--- config.mk ---
export PLATFORM = sky130hd
export DESIGN_NAME = rf_writeback_queue
export DESIGN_NICKNAME = d
export VERILOG_FILES = /design/src/rtl/rf_pkg.sv /design/src/rtl/wb_fifo.sv /design/src/rtl/rf_writeback_queue.sv
export SDC_FILE = /design/constraint.sdc
export NUM_CORES = 1
export LEC_CHECK = 0
export CAP_MARGIN = 20
export CORE_MARGIN = 10
export CORE_UTILIZATION = 49
export DETAILED_ROUTE_END_ITERATION = 7
export DONT_BUFFER_PORTS = 1
export PLACE_DENSITY = 0.67
export SLEW_MARGIN = 40
export SYNTH_ARGS = -nofsm -noshare
export SYNTH_HDL_FRONTEND = slang
export SYNTH_SLANG_ARGS = --single-unit
--- constraint.sdc ---
create_clock -name CLK -period 2.8 [get_ports CLK]
set_input_delay 0.42 -clock CLK [delete_from_list [all_inputs] [get_ports CLK]]
set_output_delay 0.42 -clock CLK [all_outputs]
set_load 0.01 [all_outputs]
--- src/rtl/rf_pkg.sv ---
// Purpose: shared types and helpers for the register-file writeback path.
// Latency: n/a (types, constants and a pure function only).
// Backpressure: n/a.
package rf_pkg;

    localparam int RF_AW = 4;
    localparam int RF_DW = 32;
    localparam logic [RF_AW-1:0] PC_REG = 4'd15;

    // One queued register-file write.
    typedef struct packed {
        logic [RF_AW-1:0] rd;
        logic [RF_DW-1:0] data;
    } wb_entry_t;

    // Register number to its bit in the 16-entry pending bitmap.
    function automatic logic [15:0] onehot16(input logic [RF_AW-1:0] rd);
        return 16'h0001 << rd;
    endfunction

endpackage

--- src/rtl/wb_fifo.sv ---
// Purpose: in-order circular buffer, up to two pushes and one pop per clock.
// Latency: a pushed entry is visible at head_dat on the clock after the push.
// Backpressure: none internally; the caller must only push into free slots.
// Ports: clk/rst; push0_* (older) lands at tail, push1_* after it;
//        pop advances head; head_dat, entry_rd/entry_vld, count describe contents.
module wb_fifo
    import rf_pkg::*;
#(
    parameter int DEPTH = 4
) (
    input  logic                     clk,
    input  logic                     rst,
    input  logic                     push0_vld,
    input  wb_entry_t                push0_dat,
    input  logic                     push1_vld,
    input  wb_entry_t                push1_dat,
    input  logic                     pop,
    output wb_entry_t                head_dat,
    output logic [RF_AW-1:0]         entry_rd [DEPTH],
    output logic [DEPTH-1:0]         entry_vld,
    output logic [$clog2(DEPTH):0]   count
);

    localparam int PTR_W = $clog2(DEPTH);
    localparam int CNT_W = PTR_W + 1;

    wb_entry_t          mem_q [DEPTH];
    wb_entry_t          mem_d [DEPTH];
    logic [PTR_W-1:0]   head_q, head_d;
    logic [PTR_W-1:0]   tail_q, tail_d;
    logic [CNT_W-1:0]   count_q, count_d;
    logic [PTR_W-1:0]   slot1;
    logic [PTR_W-1:0]   offs [DEPTH];

    always_comb begin
        mem_d = mem_q;
        // push1 packs directly behind push0, or takes the tail slot itself
        // when push0 is idle, so the queue never holds holes.
        slot1 = push0_vld ? tail_q + PTR_W'(1) : tail_q;
        if (push0_vld) mem_d[tail_q] = push0_dat;
        if (push1_vld) mem_d[slot1]  = push1_dat;
        // Pointers are naturally modulo DEPTH since DEPTH is a power of two.
        tail_d  = tail_q + PTR_W'(push0_vld) + PTR_W'(push1_vld);
        head_d  = pop ? head_q + PTR_W'(1) : head_q;
        count_d = count_q + CNT_W'(push0_vld) + CNT_W'(push1_vld) - CNT_W'(pop);
    end

    // Slot i is live when its distance from head is below the occupancy.
    always_comb begin
        for (int i = 0; i < DEPTH; i++) begin
            offs[i]      = PTR_W'(i) - head_q;
            entry_vld[i] = {1'b0, offs[i]} < count_q;
            entry_rd[i]  = mem_q[i].rd;
        end
    end

    always_ff @(posedge clk or posedge rst) begin
        if (rst) begin
            head_q  <= '0;
            tail_q  <= '0;
            count_q <= '0;
        end else begin
            head_q  <= head_d;
            tail_q  <= tail_d;
            count_q <= count_d;
        end
    end

    // Storage needs no reset: nothing outside the head..tail window is read.
    always_ff @(posedge clk) begin
        mem_q <= mem_d;
    end

    assign head_dat = mem_q[head_q];
    assign count    = count_q;

endmodule

--- src/rtl/rf_writeback_queue.sv ---
// Purpose: merges MEM and ALU results into one in-order register-file write stream.
// Latency: result accepted at edge N into an empty queue is written at edge N+1.
// Backpressure: readies from registered occupancy only; ALU needs two free slots when MEM also offers.
// Ports: mem_*/alu_* valid-ready result inputs; C/PW/RFLd/PCLd register-file write port;
//        pending bitmap of queued destinations; count occupancy.
module rf_writeback_queue
    import rf_pkg::*;
#(
    parameter int DEPTH = 4,
    parameter int DW    = RF_DW,   // must equal RF_DW (entry layout is fixed)
    parameter int AW    = RF_AW    // must equal RF_AW
) (
    input  logic                     CLK,
    input  logic                     RST,
    input  logic                     mem_valid,
    input  logic [AW-1:0]            mem_rd,
    input  logic [DW-1:0]            mem_data,
    output logic                     mem_ready,
    input  logic                     alu_valid,
    input  logic [AW-1:0]            alu_rd,
    input  logic [DW-1:0]            alu_data,
    output logic                     alu_ready,
    output logic [AW-1:0]            C,
    output logic [DW-1:0]            PW,
    output logic                     RFLd,
    output logic                     PCLd,
    output logic [15:0]              pending,
    output logic [$clog2(DEPTH):0]   count
);

    localparam int CNT_W = $clog2(DEPTH) + 1;

    wb_entry_t          push0_dat, push1_dat, head_dat;
    logic               push0_vld, push1_vld;
    logic [RF_AW-1:0]   entry_rd [DEPTH];
    logic [DEPTH-1:0]   entry_vld;
    logic [CNT_W-1:0]   count_w;
    logic [CNT_W-1:0]   free;

    // A same-cycle pop does not free a slot for acceptance; this keeps the
    // readies off the drain path entirely.
    always_comb begin
        free      = CNT_W'(DEPTH) - count_w;
        mem_ready = free >= CNT_W'(1);
        // MEM is older and always gets the first free slot.
        alu_ready = mem_valid ? (free >= CNT_W'(2)) : (free >= CNT_W'(1));
    end

    assign push0_vld = mem_valid && mem_ready;
    assign push1_vld = alu_valid && alu_ready;
    assign push0_dat = '{rd: mem_rd, data: mem_data};
    assign push1_dat = '{rd: alu_rd, data: alu_data};

    wb_fifo #(
        .DEPTH     (DEPTH)
    ) u_fifo (
        .clk       (CLK),
        .rst       (RST),
        .push0_vld (push0_vld),
        .push0_dat (push0_dat),
        .push1_vld (push1_vld),
        .push1_dat (push1_dat),
        .pop       (RFLd),
        .head_dat  (head_dat),
        .entry_rd  (entry_rd),
        .entry_vld (entry_vld),
        .count     (count_w)
    );

    // Drain: the head is written every cycle the queue is non-empty, and the
    // register file captures it on the same edge that pops it.
    always_comb begin
        RFLd = count_w != '0;
        C    = RFLd ? head_dat.rd   : '0;
        PW   = RFLd ? head_dat.data : '0;
        PCLd = RFLd && (head_dat.rd == PC_REG);
    end

    // Includes the head being written now, so decode keeps stalling until
    // the write has actually landed.
    always_comb begin
        pending = '0;
        for (int i = 0; i < DEPTH; i++) begin
            if (entry_vld[i]) pending = pending | onehot16(entry_rd[i]);
        end
    end

    assign count = count_w;

endmodule

==> flow_metrics.py <==
metrics = {
    "critical_path": {
        "critPathLaunchType": "register",
        "required_ns": 2.38,
        "path_delay_family": "compound AO/OA/AOI/OAI gates",
        "cp.arrival_ns": 2.34,
        "path_cells": "xnor2_2, inv_2, ha_4, a21oi_4, buf_4, o211ai_1, o21ai_0, a221o_1",
        "worst-path-buf-inv": 2,
        "slowest_delay_ns": 0.45,
        "critPathKind": "register to output pin",
        "cp_max_fo": 4,
        "r2r_slack_ns": 0.11,
        "setup.worst_path.end_class": "output pin",
        "crit_path_top_delay_cell": "dfrtp_2",
    },
    "finish": {
        "area.growth.synth_to_final_pct": 9.48,
        "regArea_mm2": 0.00306,
        "diodes": 0,
        "multi_input_area_mm2": 0.00518,
        "num-fill-cells": 1545,
        "drive_gt1_frac": 0.195,
        "final_nets": 956,
    },
    "route": {
        "first_pass_iters": 5,
        "viasPerCell": 5.84,
        "wirelength_um": 22700,
        "vias": 6425,
        "routedWlPerCell_um": 20.6,
        "ant_nets": 0,
        "drt_iter0_markers": 430,
        "drc_errors": 0,
    },
    "die": {
        "fp.dieH_um": 153,
        "core_mm2": 0.0174,
        "die_x_um": 153,
        "num_rows": 48,
        "io_pins": 135,
        "die-area_mm2": 0.0235,
        "start_util": 0.501,
    },
    "timing": {
        "maxSlewHeadroom": 0.590,
        "finClkSkew_ns": 0.00539,
        "fin_crit_sh": 0.987,
        "period_minus_slack_ns": 2.76,
        "max_freq_ghz": 0.362,
        "finalHoldViolations": 0,
        "final.setup.worst_slack_ns": 0.0354,
        "hold_ws_ns": 0.138,
        "tightest_slew_ns": 0.614,
        "slew_viol_final": 0,
        "finalSetupViolCount": 0,
    },
    "global_routing": {
        "grt_pass1_wl_um": 35400,
        "grt_use_met1": 0.227,
        "grt_start_max_net_pins": 73,
        "grt_use_total": 0.187,
        "grt.overflow.total": 0,
        "grt_util_met2": 0.298,
        "top_usage_layer": "met2",
        "antenna_found_initial": 0,
        "grt_pass1_vias": 6164,
        "grt.met3_usage": 0.0732,
    },
    "synth": {
        "synth.top_cells.by_area": "dfxtp_1 (33%), mux2i_1 (17%), mux4_2 (9.3%)",
        "ys_warn_count": 0,
        "syn_area_per_cell_um2": 9.91,
        "synth_area_leader_cell": "dfxtp_1",
        "synth-edff-count": 0,
        "synth_flop_cell": "dfxtp_1",
        "synth_cells": 878,
        "ys_async_sr_fraction": 0.0464,
        "synth-seq-area-share": 0.351,
        "netlist_area_mm2": 0.00870,
        "synth_most_common_cell": "nor2_1",
        "yosysUniqueCellTypes": 50,
        "ys_top_cells_by_count": "nor2_1 (153), dfxtp_1 (144), mux2i_1 (144), a21oi_1 (115), and2_1 (39)",
        "synth.top_cell.area_share": 0.331,
        "synth_nets": 970,
        "ys_seq_elements": 151,
    },
    "clock_tree": {
        "cts_tree": "built",
        "cts_buffer_depth": 2,
        "clock_latency_ns": 0.42,
        "numClockSinks": 151,
        "cts_max_level": 4,
        "clkSlewWorstSetupHoldPaths_ns": 0.06,
        "cts_made_buffers": 17,
        "cts_root_buf": "clkbuf_16",
    },
    "power": {
        "powerDensity_mw_per_mm2": 1520,
        "p_leak_uw": 0.00446,
        "vdd_drop_max_v": 0.000620,
    },
    "min_path": {
        "hp-class": "primary input to register",
    },
    "outcome": {
        "status": "complete, no violations",
    },
    "place": {
        "dp_hpwl_um": 14900,
        "globalplace.congestion": 0.924,
        "placement.io_buffers": 0,
        "dp_worst_setup_slack_ns": 0.126,
    },
    "job": {
        "maxCapViolations": 0,
    },
}
path summary, 6_finish.rpt:
check | from | endpoint | cells after the start
worst max-delay path | u_fifo.head_q[1]$_DFFE_PP0N_ | pending[2] | 8
worst max register to register | u_fifo.count[1]$_DFF_PP0_ | u_fifo.count[2]$_DFF_PP0_ | 8
min in group asynchronous | RST | u_fifo.count[0]$_DFF_PP0_ | 2
worst min register to register | u_fifo.mem_q[9]$_DFF_P_ | u_fifo.mem_q[9]$_DFF_P_ | 2
max in group asynchronous | RST | u_fifo.head_q[0]$_DFFE_PP0N_ | 2
worst min-delay path | alu_data[9] | u_fifo.mem_q[45]$_DFF_P_ | 2
flip-flops by register name, summed over array words and instances, names as in the netlist:
register and count:
u_fifo.count 3, u_fifo.entry_rd 16, u_fifo.head_q 2, u_fifo.mem_q 128
u_fifo.tail_q 2
cell families after synthesis:
logic type,after synthesis,synth area share
mux,180,0.259
xor+xnor,6,0.00604
buf+inv,80,0.0646
compound gates,191,0.148
simple gates,254,0.145
fa+ha+maj,16,0.0256
flops,151,0.351
where the power goes:
part	switching (uW)	internal (uW)
Clock	911	1450
Sequential	827	3390
Combinational	4240	3690
timing repair:
action,CTS,global route
hold buffers,1,0
pin swaps,4,8
setup endpoints to repair,11,15
resized for setup,6,17
hold endpoints to repair,7,0
setup buffers,2,1
worst reg2reg max path: stages, from the launching register on:
cell and delay, ns:
dfrtp_2 0.38, inv_4 0.07, ha_1 0.18, ha_1 0.28
or4b_4 0.55, and2_4 0.29, fa_2 0.37, fa_2 0.34
xnor2_1 0.13
placed cells by master (no fill, tap or decap), types with 17 or more instances in the layout:
cell type and instances:
nor2_1 153, mux2i_1 144, dfxtp_1 144, a21oi_1 113, and2_1 39, mux4_2 36, a21oi_2 33, buf_4 21
clkbuf_16 17
per-stage QoR:
stage	total power, uW	TNS, ns	util	area, um2	cells
global route	15600	-0.0354	0.549	9530	1101
finish	14500	0	0.549	9530	1101
global placement	11800	0	0.507	8790	1066
detailed placement	11900	0	0.507	8790	1066
floorplan	10400	0	-	8730	878
CTS	14400	0	0.544	9450	1100
per-layer routing:
layer | routed length [um] | vias up
li1 | - | 3122
met1 | 9600 | 3061
met2 | 10700 | 218
met3 | 2110 | 24
met4 | 310 | 0
met5 | 0 | -
area by class of cell:
cell class,instances,area share
clock buffer,20,0.0479
clock inverter,11,0.0152
sequential,151,0.322
multi-input combinational,647,0.544
inverter,16,0.00657
tap,225,0.0296
timing repair buffer,31,0.0356
(Power assumes the default switching activity.)
